--- src/rtl/ni_arbiter_if.sv ---
// ni_arbiter_if
// One native-interface (NI) link: a write channel (request pulse, address,
// data, acknowledge pulse) and a read channel (request pulse, address,
// returned data, valid pulse).
//
// Modports:
//   master - issues requests (WREQ/WADDR/WDATA, RREQ/RADDR) and receives
//            WACK, RDATA and RVALID
//   slave  - receives requests and returns WACK, RDATA and RVALID
//
// Parameters: ADDR_WIDTH, DATA_WIDTH
interface ni_arbiter_if #(
  parameter int ADDR_WIDTH = 8,
  parameter int DATA_WIDTH = 8
);
  logic                  WREQ;
  logic [ADDR_WIDTH-1:0] WADDR;
  logic [DATA_WIDTH-1:0] WDATA;
  logic                  WACK;
  logic                  RREQ;
  logic [ADDR_WIDTH-1:0] RADDR;
  logic [DATA_WIDTH-1:0] RDATA;
  logic                  RVALID;

  modport master (
    output WREQ, WADDR, WDATA, RREQ, RADDR,
    input  WACK, RDATA, RVALID
  );

  modport slave (
    input  WREQ, WADDR, WDATA, RREQ, RADDR,
    output WACK, RDATA, RVALID
  );
endinterface

--- src/rtl/ni_arbiter.sv ---
// ni_arbiter
// Shares one downstream NI register map between two NI masters. Each
// upstream port has a single pending slot. Pending requests are serialised
// onto the downstream link one at a time with round-robin fairness. The
// write acknowledge, or the read data, is routed back to the port that
// issued the request.
//
// Ports:
//   CLK      - clock
//   RST      - asynchronous, active-high reset
//   s0, s1   - upstream NI ports (slave modport)
//   m        - downstream NI port (master modport)
//   OVERRUN  - sticky per-port dropped-request flags; cleared only by RST
//   TIMEOUT  - one-cycle pulse when a transaction is force-completed
//
// Optional feature: define NI_ARB_TIMEOUT_EN to enable the downstream wait
// limit. When the limit is reached, the arbiter force-completes the
// transaction after TIMEOUT_CYCLES cycles in WAIT. A forced read returns
// all ones. Without the macro, WAIT lasts until the downstream responds
// and TIMEOUT is tied to 0.
module ni_arbiter #(
  parameter int ADDR_WIDTH     = 8,
  parameter int DATA_WIDTH     = 8,
  parameter int TIMEOUT_CYCLES = 64
) (
  input  logic         CLK,
  input  logic         RST,
  ni_arbiter_if.slave  s0,
  ni_arbiter_if.slave  s1,
  ni_arbiter_if.master m,
  output logic [1:0]   OVERRUN,
  output logic         TIMEOUT
);

  typedef enum logic [1:0] {IDLE, ISSUE, WAIT} state_t;

  state_t                state;
  logic [1:0]            slot_valid;
  logic [1:0]            slot_wnr;
  logic [ADDR_WIDTH-1:0] slot_addr [2];
  logic [DATA_WIDTH-1:0] slot_data [2];
  logic                  grant;
  logic                  prio;

  logic                  m_wreq_q;
  logic                  m_rreq_q;
  logic [ADDR_WIDTH-1:0] m_waddr_q;
  logic [ADDR_WIDTH-1:0] m_raddr_q;
  logic [DATA_WIDTH-1:0] m_wdata_q;
  logic [1:0]            wack_q;
  logic [1:0]            rvalid_q;
  logic [DATA_WIDTH-1:0] rdata_q [2];
  logic [1:0]            overrun_q;

  logic [1:0]            req_w;
  logic [1:0]            req_r;
  logic [ADDR_WIDTH-1:0] req_addr [2];
  logic [DATA_WIDTH-1:0] req_data [2];
  logic                  win;
  logic                  gnt_wnr;
  logic                  done_ok;
  logic                  done_to;
  logic                  done;
  logic [1:0]            done_port;
  logic [1:0]            slot_load;
  logic [1:0]            overrun_set;

  assign req_w       = {s1.WREQ, s0.WREQ};
  assign req_r       = {s1.RREQ, s0.RREQ};
  // A write wins over a read issued in the same cycle, so the slot takes
  // the write address when both request pulses are present.
  assign req_addr[0] = s0.WREQ ? s0.WADDR : s0.RADDR;
  assign req_addr[1] = s1.WREQ ? s1.WADDR : s1.RADDR;
  assign req_data[0] = s0.WDATA;
  assign req_data[1] = s1.WDATA;

  // If only one slot is valid, that port wins. If both are valid, the
  // priority pointer decides.
  assign win = (&slot_valid) ? prio : slot_valid[1];

  // Only the response that matches the granted transaction type counts.
  assign gnt_wnr = slot_wnr[grant];
  assign done_ok = (state == WAIT) && (gnt_wnr ? m.WACK : m.RVALID);

`ifdef NI_ARB_TIMEOUT_EN
  localparam int CNT_W = $clog2(TIMEOUT_CYCLES);

  logic [CNT_W-1:0] wait_cnt;
  logic             timeout_q;

  // A real acknowledge on the limit cycle takes precedence over the
  // forced completion.
  assign done_to = (state == WAIT) && !done_ok &&
                   (wait_cnt == CNT_W'(TIMEOUT_CYCLES - 1));
  assign TIMEOUT = timeout_q;

  // The wait counter restarts at 0 every time the FSM enters WAIT.
  always_ff @(posedge CLK or posedge RST) begin
    if (RST) begin
      wait_cnt  <= '0;
      timeout_q <= 1'b0;
    end else begin
      timeout_q <= done_to;
      if (state == ISSUE)
        wait_cnt <= '0;
      else if (state == WAIT && !done)
        wait_cnt <= wait_cnt + CNT_W'(1);
    end
  end
`else
  logic unused_timeout_cycles;

  assign unused_timeout_cycles = ^TIMEOUT_CYCLES;
  assign done_to               = 1'b0;
  assign TIMEOUT               = 1'b0;
`endif

  assign done      = done_ok | done_to;
  assign done_port = {done & grant, done & ~grant};

  // A slot is free when it is empty, or when its transaction completes on
  // this edge. Any other request on a busy slot is dropped. A read that
  // arrives together with a write is always dropped.
  assign slot_load   = (req_w | req_r) & (~slot_valid | done_port);
  assign overrun_set = (req_w & req_r) |
                       ((req_w | req_r) & slot_valid & ~done_port);

  // FSM, pending slots and registered outputs. Completion pulses and
  // request pulses default low, so each lasts exactly one cycle.
  always_ff @(posedge CLK or posedge RST) begin
    if (RST) begin
      state      <= IDLE;
      slot_valid <= '0;
      slot_wnr   <= '0;
      grant      <= 1'b0;
      prio       <= 1'b0;
      m_wreq_q   <= 1'b0;
      m_rreq_q   <= 1'b0;
      m_waddr_q  <= '0;
      m_raddr_q  <= '0;
      m_wdata_q  <= '0;
      wack_q     <= '0;
      rvalid_q   <= '0;
      overrun_q  <= '0;
      for (int p = 0; p < 2; p++) begin
        slot_addr[p] <= '0;
        slot_data[p] <= '0;
        rdata_q[p]   <= '0;
      end
    end else begin
      m_wreq_q  <= 1'b0;
      m_rreq_q  <= 1'b0;
      wack_q    <= '0;
      rvalid_q  <= '0;
      overrun_q <= overrun_q | overrun_set;

      case (state)
        IDLE: begin
          if (|slot_valid) begin
            grant <= win;
            prio  <= ~win;
            if (slot_wnr[win]) begin
              m_wreq_q  <= 1'b1;
              m_waddr_q <= slot_addr[win];
              m_wdata_q <= slot_data[win];
            end else begin
              m_rreq_q  <= 1'b1;
              m_raddr_q <= slot_addr[win];
            end
            state <= ISSUE;
          end
        end
        ISSUE: state <= WAIT;
        WAIT: begin
          if (done) begin
            if (gnt_wnr) begin
              wack_q[grant] <= 1'b1;
            end else begin
              rvalid_q[grant] <= 1'b1;
              rdata_q[grant]  <= done_ok ? m.RDATA : '1;
            end
            state <= IDLE;
          end
        end
        default: state <= IDLE;
      endcase

      // A reload on the completion edge overrides the slot clear.
      for (int p = 0; p < 2; p++) begin
        if (slot_load[p]) begin
          slot_valid[p] <= 1'b1;
          slot_wnr[p]   <= req_w[p];
          slot_addr[p]  <= req_addr[p];
          slot_data[p]  <= req_data[p];
        end else if (done_port[p]) begin
          slot_valid[p] <= 1'b0;
        end
      end
    end
  end

  assign m.WREQ    = m_wreq_q;
  assign m.RREQ    = m_rreq_q;
  assign m.WADDR   = m_waddr_q;
  assign m.RADDR   = m_raddr_q;
  assign m.WDATA   = m_wdata_q;
  assign s0.WACK   = wack_q[0];
  assign s0.RVALID = rvalid_q[0];
  assign s0.RDATA  = rdata_q[0];
  assign s1.WACK   = wack_q[1];
  assign s1.RVALID = rvalid_q[1];
  assign s1.RDATA  = rdata_q[1];
  assign OVERRUN   = overrun_q;

endmodule

--- src/flat_wrapper.sv ---
// flat-port wrapper written by rule: the top's interface ports become plain ports
module ni_arbiter_flat 
#(
  parameter int ADDR_WIDTH     = 8,
  parameter int DATA_WIDTH     = 8,
  parameter int TIMEOUT_CYCLES = 64
)
  (CLK, RST, OVERRUN, TIMEOUT, s0_WREQ, s0_WADDR, s0_WDATA, s0_RREQ, s0_RADDR, s0_WACK, s0_RDATA, s0_RVALID, s1_WREQ, s1_WADDR, s1_WDATA, s1_RREQ, s1_RADDR, s1_WACK, s1_RDATA, s1_RVALID, m_WREQ, m_WADDR, m_WDATA, m_RREQ, m_RADDR, m_WACK, m_RDATA, m_RVALID);
  ni_arbiter_if #(.ADDR_WIDTH(ADDR_WIDTH), .DATA_WIDTH(DATA_WIDTH)) s0_i ();
  ni_arbiter_if #(.ADDR_WIDTH(ADDR_WIDTH), .DATA_WIDTH(DATA_WIDTH)) s1_i ();
  ni_arbiter_if #(.ADDR_WIDTH(ADDR_WIDTH), .DATA_WIDTH(DATA_WIDTH)) m_i ();
  input  logic CLK;
  input  logic RST;
  output logic [1:0] OVERRUN;
  output logic TIMEOUT;
  input wire logic [$bits(s0_i.WREQ)-1:0] s0_WREQ;
  input wire logic [$bits(s0_i.WADDR)-1:0] s0_WADDR;
  input wire logic [$bits(s0_i.WDATA)-1:0] s0_WDATA;
  input wire logic [$bits(s0_i.RREQ)-1:0] s0_RREQ;
  input wire logic [$bits(s0_i.RADDR)-1:0] s0_RADDR;
  output wire logic [$bits(s0_i.WACK)-1:0] s0_WACK;
  output wire logic [$bits(s0_i.RDATA)-1:0] s0_RDATA;
  output wire logic [$bits(s0_i.RVALID)-1:0] s0_RVALID;
  input wire logic [$bits(s1_i.WREQ)-1:0] s1_WREQ;
  input wire logic [$bits(s1_i.WADDR)-1:0] s1_WADDR;
  input wire logic [$bits(s1_i.WDATA)-1:0] s1_WDATA;
  input wire logic [$bits(s1_i.RREQ)-1:0] s1_RREQ;
  input wire logic [$bits(s1_i.RADDR)-1:0] s1_RADDR;
  output wire logic [$bits(s1_i.WACK)-1:0] s1_WACK;
  output wire logic [$bits(s1_i.RDATA)-1:0] s1_RDATA;
  output wire logic [$bits(s1_i.RVALID)-1:0] s1_RVALID;
  output wire logic [$bits(m_i.WREQ)-1:0] m_WREQ;
  output wire logic [$bits(m_i.WADDR)-1:0] m_WADDR;
  output wire logic [$bits(m_i.WDATA)-1:0] m_WDATA;
  output wire logic [$bits(m_i.RREQ)-1:0] m_RREQ;
  output wire logic [$bits(m_i.RADDR)-1:0] m_RADDR;
  input wire logic [$bits(m_i.WACK)-1:0] m_WACK;
  input wire logic [$bits(m_i.RDATA)-1:0] m_RDATA;
  input wire logic [$bits(m_i.RVALID)-1:0] m_RVALID;
  assign s0_i.WREQ = s0_WREQ;
  assign s0_i.WADDR = s0_WADDR;
  assign s0_i.WDATA = s0_WDATA;
  assign s0_i.RREQ = s0_RREQ;
  assign s0_i.RADDR = s0_RADDR;
  assign s0_WACK = s0_i.WACK;
  assign s0_RDATA = s0_i.RDATA;
  assign s0_RVALID = s0_i.RVALID;
  assign s1_i.WREQ = s1_WREQ;
  assign s1_i.WADDR = s1_WADDR;
  assign s1_i.WDATA = s1_WDATA;
  assign s1_i.RREQ = s1_RREQ;
  assign s1_i.RADDR = s1_RADDR;
  assign s1_WACK = s1_i.WACK;
  assign s1_RDATA = s1_i.RDATA;
  assign s1_RVALID = s1_i.RVALID;
  assign m_WREQ = m_i.WREQ;
  assign m_WADDR = m_i.WADDR;
  assign m_WDATA = m_i.WDATA;
  assign m_RREQ = m_i.RREQ;
  assign m_RADDR = m_i.RADDR;
  assign m_i.WACK = m_WACK;
  assign m_i.RDATA = m_RDATA;
  assign m_i.RVALID = m_RVALID;
  ni_arbiter #(.ADDR_WIDTH(ADDR_WIDTH), .DATA_WIDTH(DATA_WIDTH), .TIMEOUT_CYCLES(TIMEOUT_CYCLES)) u_core (.CLK(CLK), .RST(RST), .s0(s0_i), .s1(s1_i), .m(m_i), .OVERRUN(OVERRUN), .TIMEOUT(TIMEOUT));
endmodule
--- config.mk ---
export PLATFORM = sky130hd
export DESIGN_NAME = ni_arbiter_flat
export DESIGN_NICKNAME = d
export VERILOG_FILES = /design/src/rtl/ni_arbiter_if.sv /design/src/rtl/ni_arbiter.sv /design/src/flat_wrapper.sv
export SDC_FILE = /design/constraint.sdc
export NUM_CORES = 1
export LEC_CHECK = 0
export CORE_ASPECT_RATIO = 1.75
export CORE_MARGIN = 10
export CORE_UTILIZATION = 40
export DETAILED_ROUTE_END_ITERATION = 8
export GPL_ROUTABILITY_DRIVEN = 0
export PLACE_DENSITY = 0.69
export SLEW_MARGIN = 20
export SYNTH_ARGS = -nofsm -noshare
export SYNTH_HDL_FRONTEND = slang
export SYNTH_SLANG_ARGS = --single-unit
--- constraint.sdc ---
create_clock -name CLK -period 2.9 [get_ports CLK]
set_input_delay 0.435 -clock CLK [delete_from_list [all_inputs] [get_ports CLK]]
set_output_delay 0.435 -clock CLK [all_outputs]
set_load 0.1 [all_outputs]
==> results.md <==
* Initial antenna violation count at 0
* Final WL at 9.40 mm
* Hold Crit Class: input pin to async pin
* HPWL Detailed at 7.11 mm
* Total Routing Usage GR at 13.5%
* Final period util at 67.8%
* Core ar. at 9470 µm²
* Ys async rst share at 100%
* CP Cell Sequence: clkdlybuf4s50_1, mux2_1, a21bo_4, o21ai_4, mux2_2
* Hold-fix buffers, CTS at 0
* Global-route wire length before repair at 14.9 mm
* Drt first pass iters at 4
* # fillers at 801
* CTS root buf: clkbuf_16
* Final setup viols at 0
* Post-synthesis sequential area ratio at 56.7%
* GR Layer Usage met1 at 13.9%
* Element type at the critical path start: input pin
* Status: finished, final reports clean
* Max-cap violations at 0
* Crit path to: u_core.slot_data[12]
* Layout Skew at 7.32 ps
* Highest clock rate at 0.508 GHz
* Met3 GRT Util at 4.74%
* TritonCTS clock tree: done
* Slew @ Worst Pin at 786 ps
* Mapped Area at 3880 µm²
* Main combinational cell family by area after synthesis: multiplexers
* Avg Inst Size Synth at 14.9 µm²
* Htree depth at 3
* Worst-case clock buffer depth at 2
* Initial Utilization at 41.0%
* Clock latency on the worst-skew pair at 330 ps
* Synthesized Nets at 325
* Clock sinks at 88
* CP startpoint: m_RVALID
* Worst stage delay on the critical path at 480 ps
* Diode count at 0
* Post-CTS sizing at 0
* Synth area leader: dfrtp_1
* Post-Synth XOR/XNOR Area at 0%
* Layout cells sized above 1 at 40.4%
* Yosys reg bits at 88
* Most crowded layer after global routing: met2
* Share of the synthesized area in the top cell type at 56.7%
* Reg2reg start: u_core.state[0]
* Worst-path clk slew at 60 ps
* Library cells used by synthesis at 35
* CP Max Fanout at 16
* Synth Area in Compound Gates at 9.86%
* Worst path depth at 5
* Leading post-synthesis cells by cell area: dfrtp_1 (57%), mux2_2 (16%), mux2_4 (7.7%)
* GR Util met2 at 24.1%
* Post-synthesis simple-gate area fraction at 3.42%
* Post-synth EDFFs at 0
* Predominant post-synthesis flop cell: dfrtp_1
* Final net count at 443
* IO buf count at 111
* GRT overflow at 0
* Most common library cells after synthesis: dfrtp_1 (88), mux2_2 (54), mux2_4 (20), o21a_1 (16), o22a_1 (16)
* PnR worst setup slack at 932 ps
* Worst R2R End: u_core.m.RADDR[5]
* Pre-CTS WS at 572 ps
* Final ANT Viol Nets at 0
* Number of buffers created by CTS at 9
* Row count at 47
* Via count at 2513
* # IOs at 113
* Crit end category: flip-flop
* Minimum clock period at 1970 ps
* Post-route setup TNS at 0 ps
* Reg2Reg Depth at 4
* Max Slew Vio Count at 0
* Vias in the first global route at 2870
* Die height at 150 µm
* RSZ-0062 raised after global routing: no
* YS warnings at 0
* Via density at 4.97
* Fin Hold WS at 389 ps
* Full die area at 14200 µm²
* WP buf/inv at 1
* Critical path's slowest cell: clkdlybuf4s50_1
* DRC at 0
* Die width at 94.5 µm
* Slew HR at 47.4%
* Hold Vio Cnt, Final at 0
* DRT iter0 DRCs at 40
* Crit path required time at 3110 ps
* R2r setup slk at 1020 ps
* Mean routed wirelength per cell at 18.6 µm
* Crit-path leading delay family: multiplexers
* Crit Path Class: input pin to flip-flop
* Mux contribution to synthesized area at 26.5%
* Top-count cell post-synth: dfrtp_1
* Area Growth Syn to Fin at 36.2%
* Post-CTS setup repair buffer count at 0
* Largest net degree at the start of global routing at 50
* Post-Syn Instances at 261
* Adder-Cell Fraction of Synth Area at 0.516%
* Arrival time worst endpoint at 2180 ps
[kinds of logic (layout without fill, tap and decap cells)]
group / Yosys count / count (layout)
buffers and inverters: 19 / 142
AOI/OAI and AO/OA: 43 / 43
adders and majority gates: 2 / 2
muxes: 85 / 85
and+or+nand+nor: 23 / 23
DFF: 88 / 88
other: 1 / 1
[worst min-delay path by stage]
stage	start	depth (start not counted)	end	slack [ps]
2_1_floorplan	u_core.slot_data[2]	1	u_core.slot_data[2]	480
3_3_place_gp	u_core.OVERRUN[1]	1	u_core.OVERRUN[1]	450
3_5_place_dp	u_core.OVERRUN[1]	1	u_core.OVERRUN[1]	470
4_1_cts	RST	2	u_core.s0.RDATA[3]	390
5_1_grt	RST	2	u_core.s0.RDATA[3]	430
6_report	RST	2	u_core.s0.RDATA[3]	390
[worst register-to-register path, delay by kind of cell, from the launching register on]
kind | cells | cell delay (ps)
AOI/OAI and AO/OA | 1 | 160
DFF | 1 | 420
muxes | 1 | 370
and+or+nand+nor | 2 | 810
[flip-flops by register name, summed over array words and instances, names as in the netlist, 8 cells and up]
signal and cells:
u_core.m.RADDR 8, u_core.m.WADDR 8, u_core.slot_addr 16, u_core.slot_data 16, u_core.s1.RDATA 8, u_core.s0.RDATA 8, u_core.m.WDATA 8
[routing by layer]
layer  wire [µm]  vias to the layer above
met2        5050                       68
met5           0                        -
met3         626                       10
met4         172                        0
met1        3560                     1260
li1            -                     1175
[through the flow]
stage	area (µm²)	utilization (%)	instances
floorplan	3880	-	261
global placement	5010	53.0	490
detailed placement	5010	53.0	490
CTS	5290	55.8	506
global route	5290	55.8	506
finish	5290	55.8	506
[layout by cell type (no fill, tap or decap), types with 3 or more instances in the layout]
cell | synthesis | routed
nand2_1 | 6 | 6
o21ai_4 | 3 | 3
mux2_2 | 54 | 54
clkdlybuf4s50_1 | 0 | 63
buf_4 | 2 | 55
nand3_1 | 3 | 3
o22a_1 | 16 | 16
inv_1 | 7 | 6
clkbuf_16 | 0 | 9
nand2b_1 | 3 | 3
dfrtp_1 | 88 | 88
clkinv_2 | 0 | 5
o21a_1 | 16 | 16
mux2_1 | 9 | 9
mux2_4 | 20 | 20
[layout make-up]
| type | count | area (µm²) | area share, % |
|---|---|---|---|
| clock buffer | 9 | 225 | 4.26 |
| clock inverter | 7 | 46.3 | 0.876 |
| inverter | 7 | 27.5 | 0.521 |
| multi-input combinational | 154 | 1570 | 29.7 |
| sequential | 88 | 2200 | 41.7 |
| tap | 122 | 153 | 2.89 |
| timing repair buffer | 119 | 1060 | 20.1 |
Power is not shown: default switching activity piles up to over one toggle a cycle in this logic, so the estimate is an artifact.
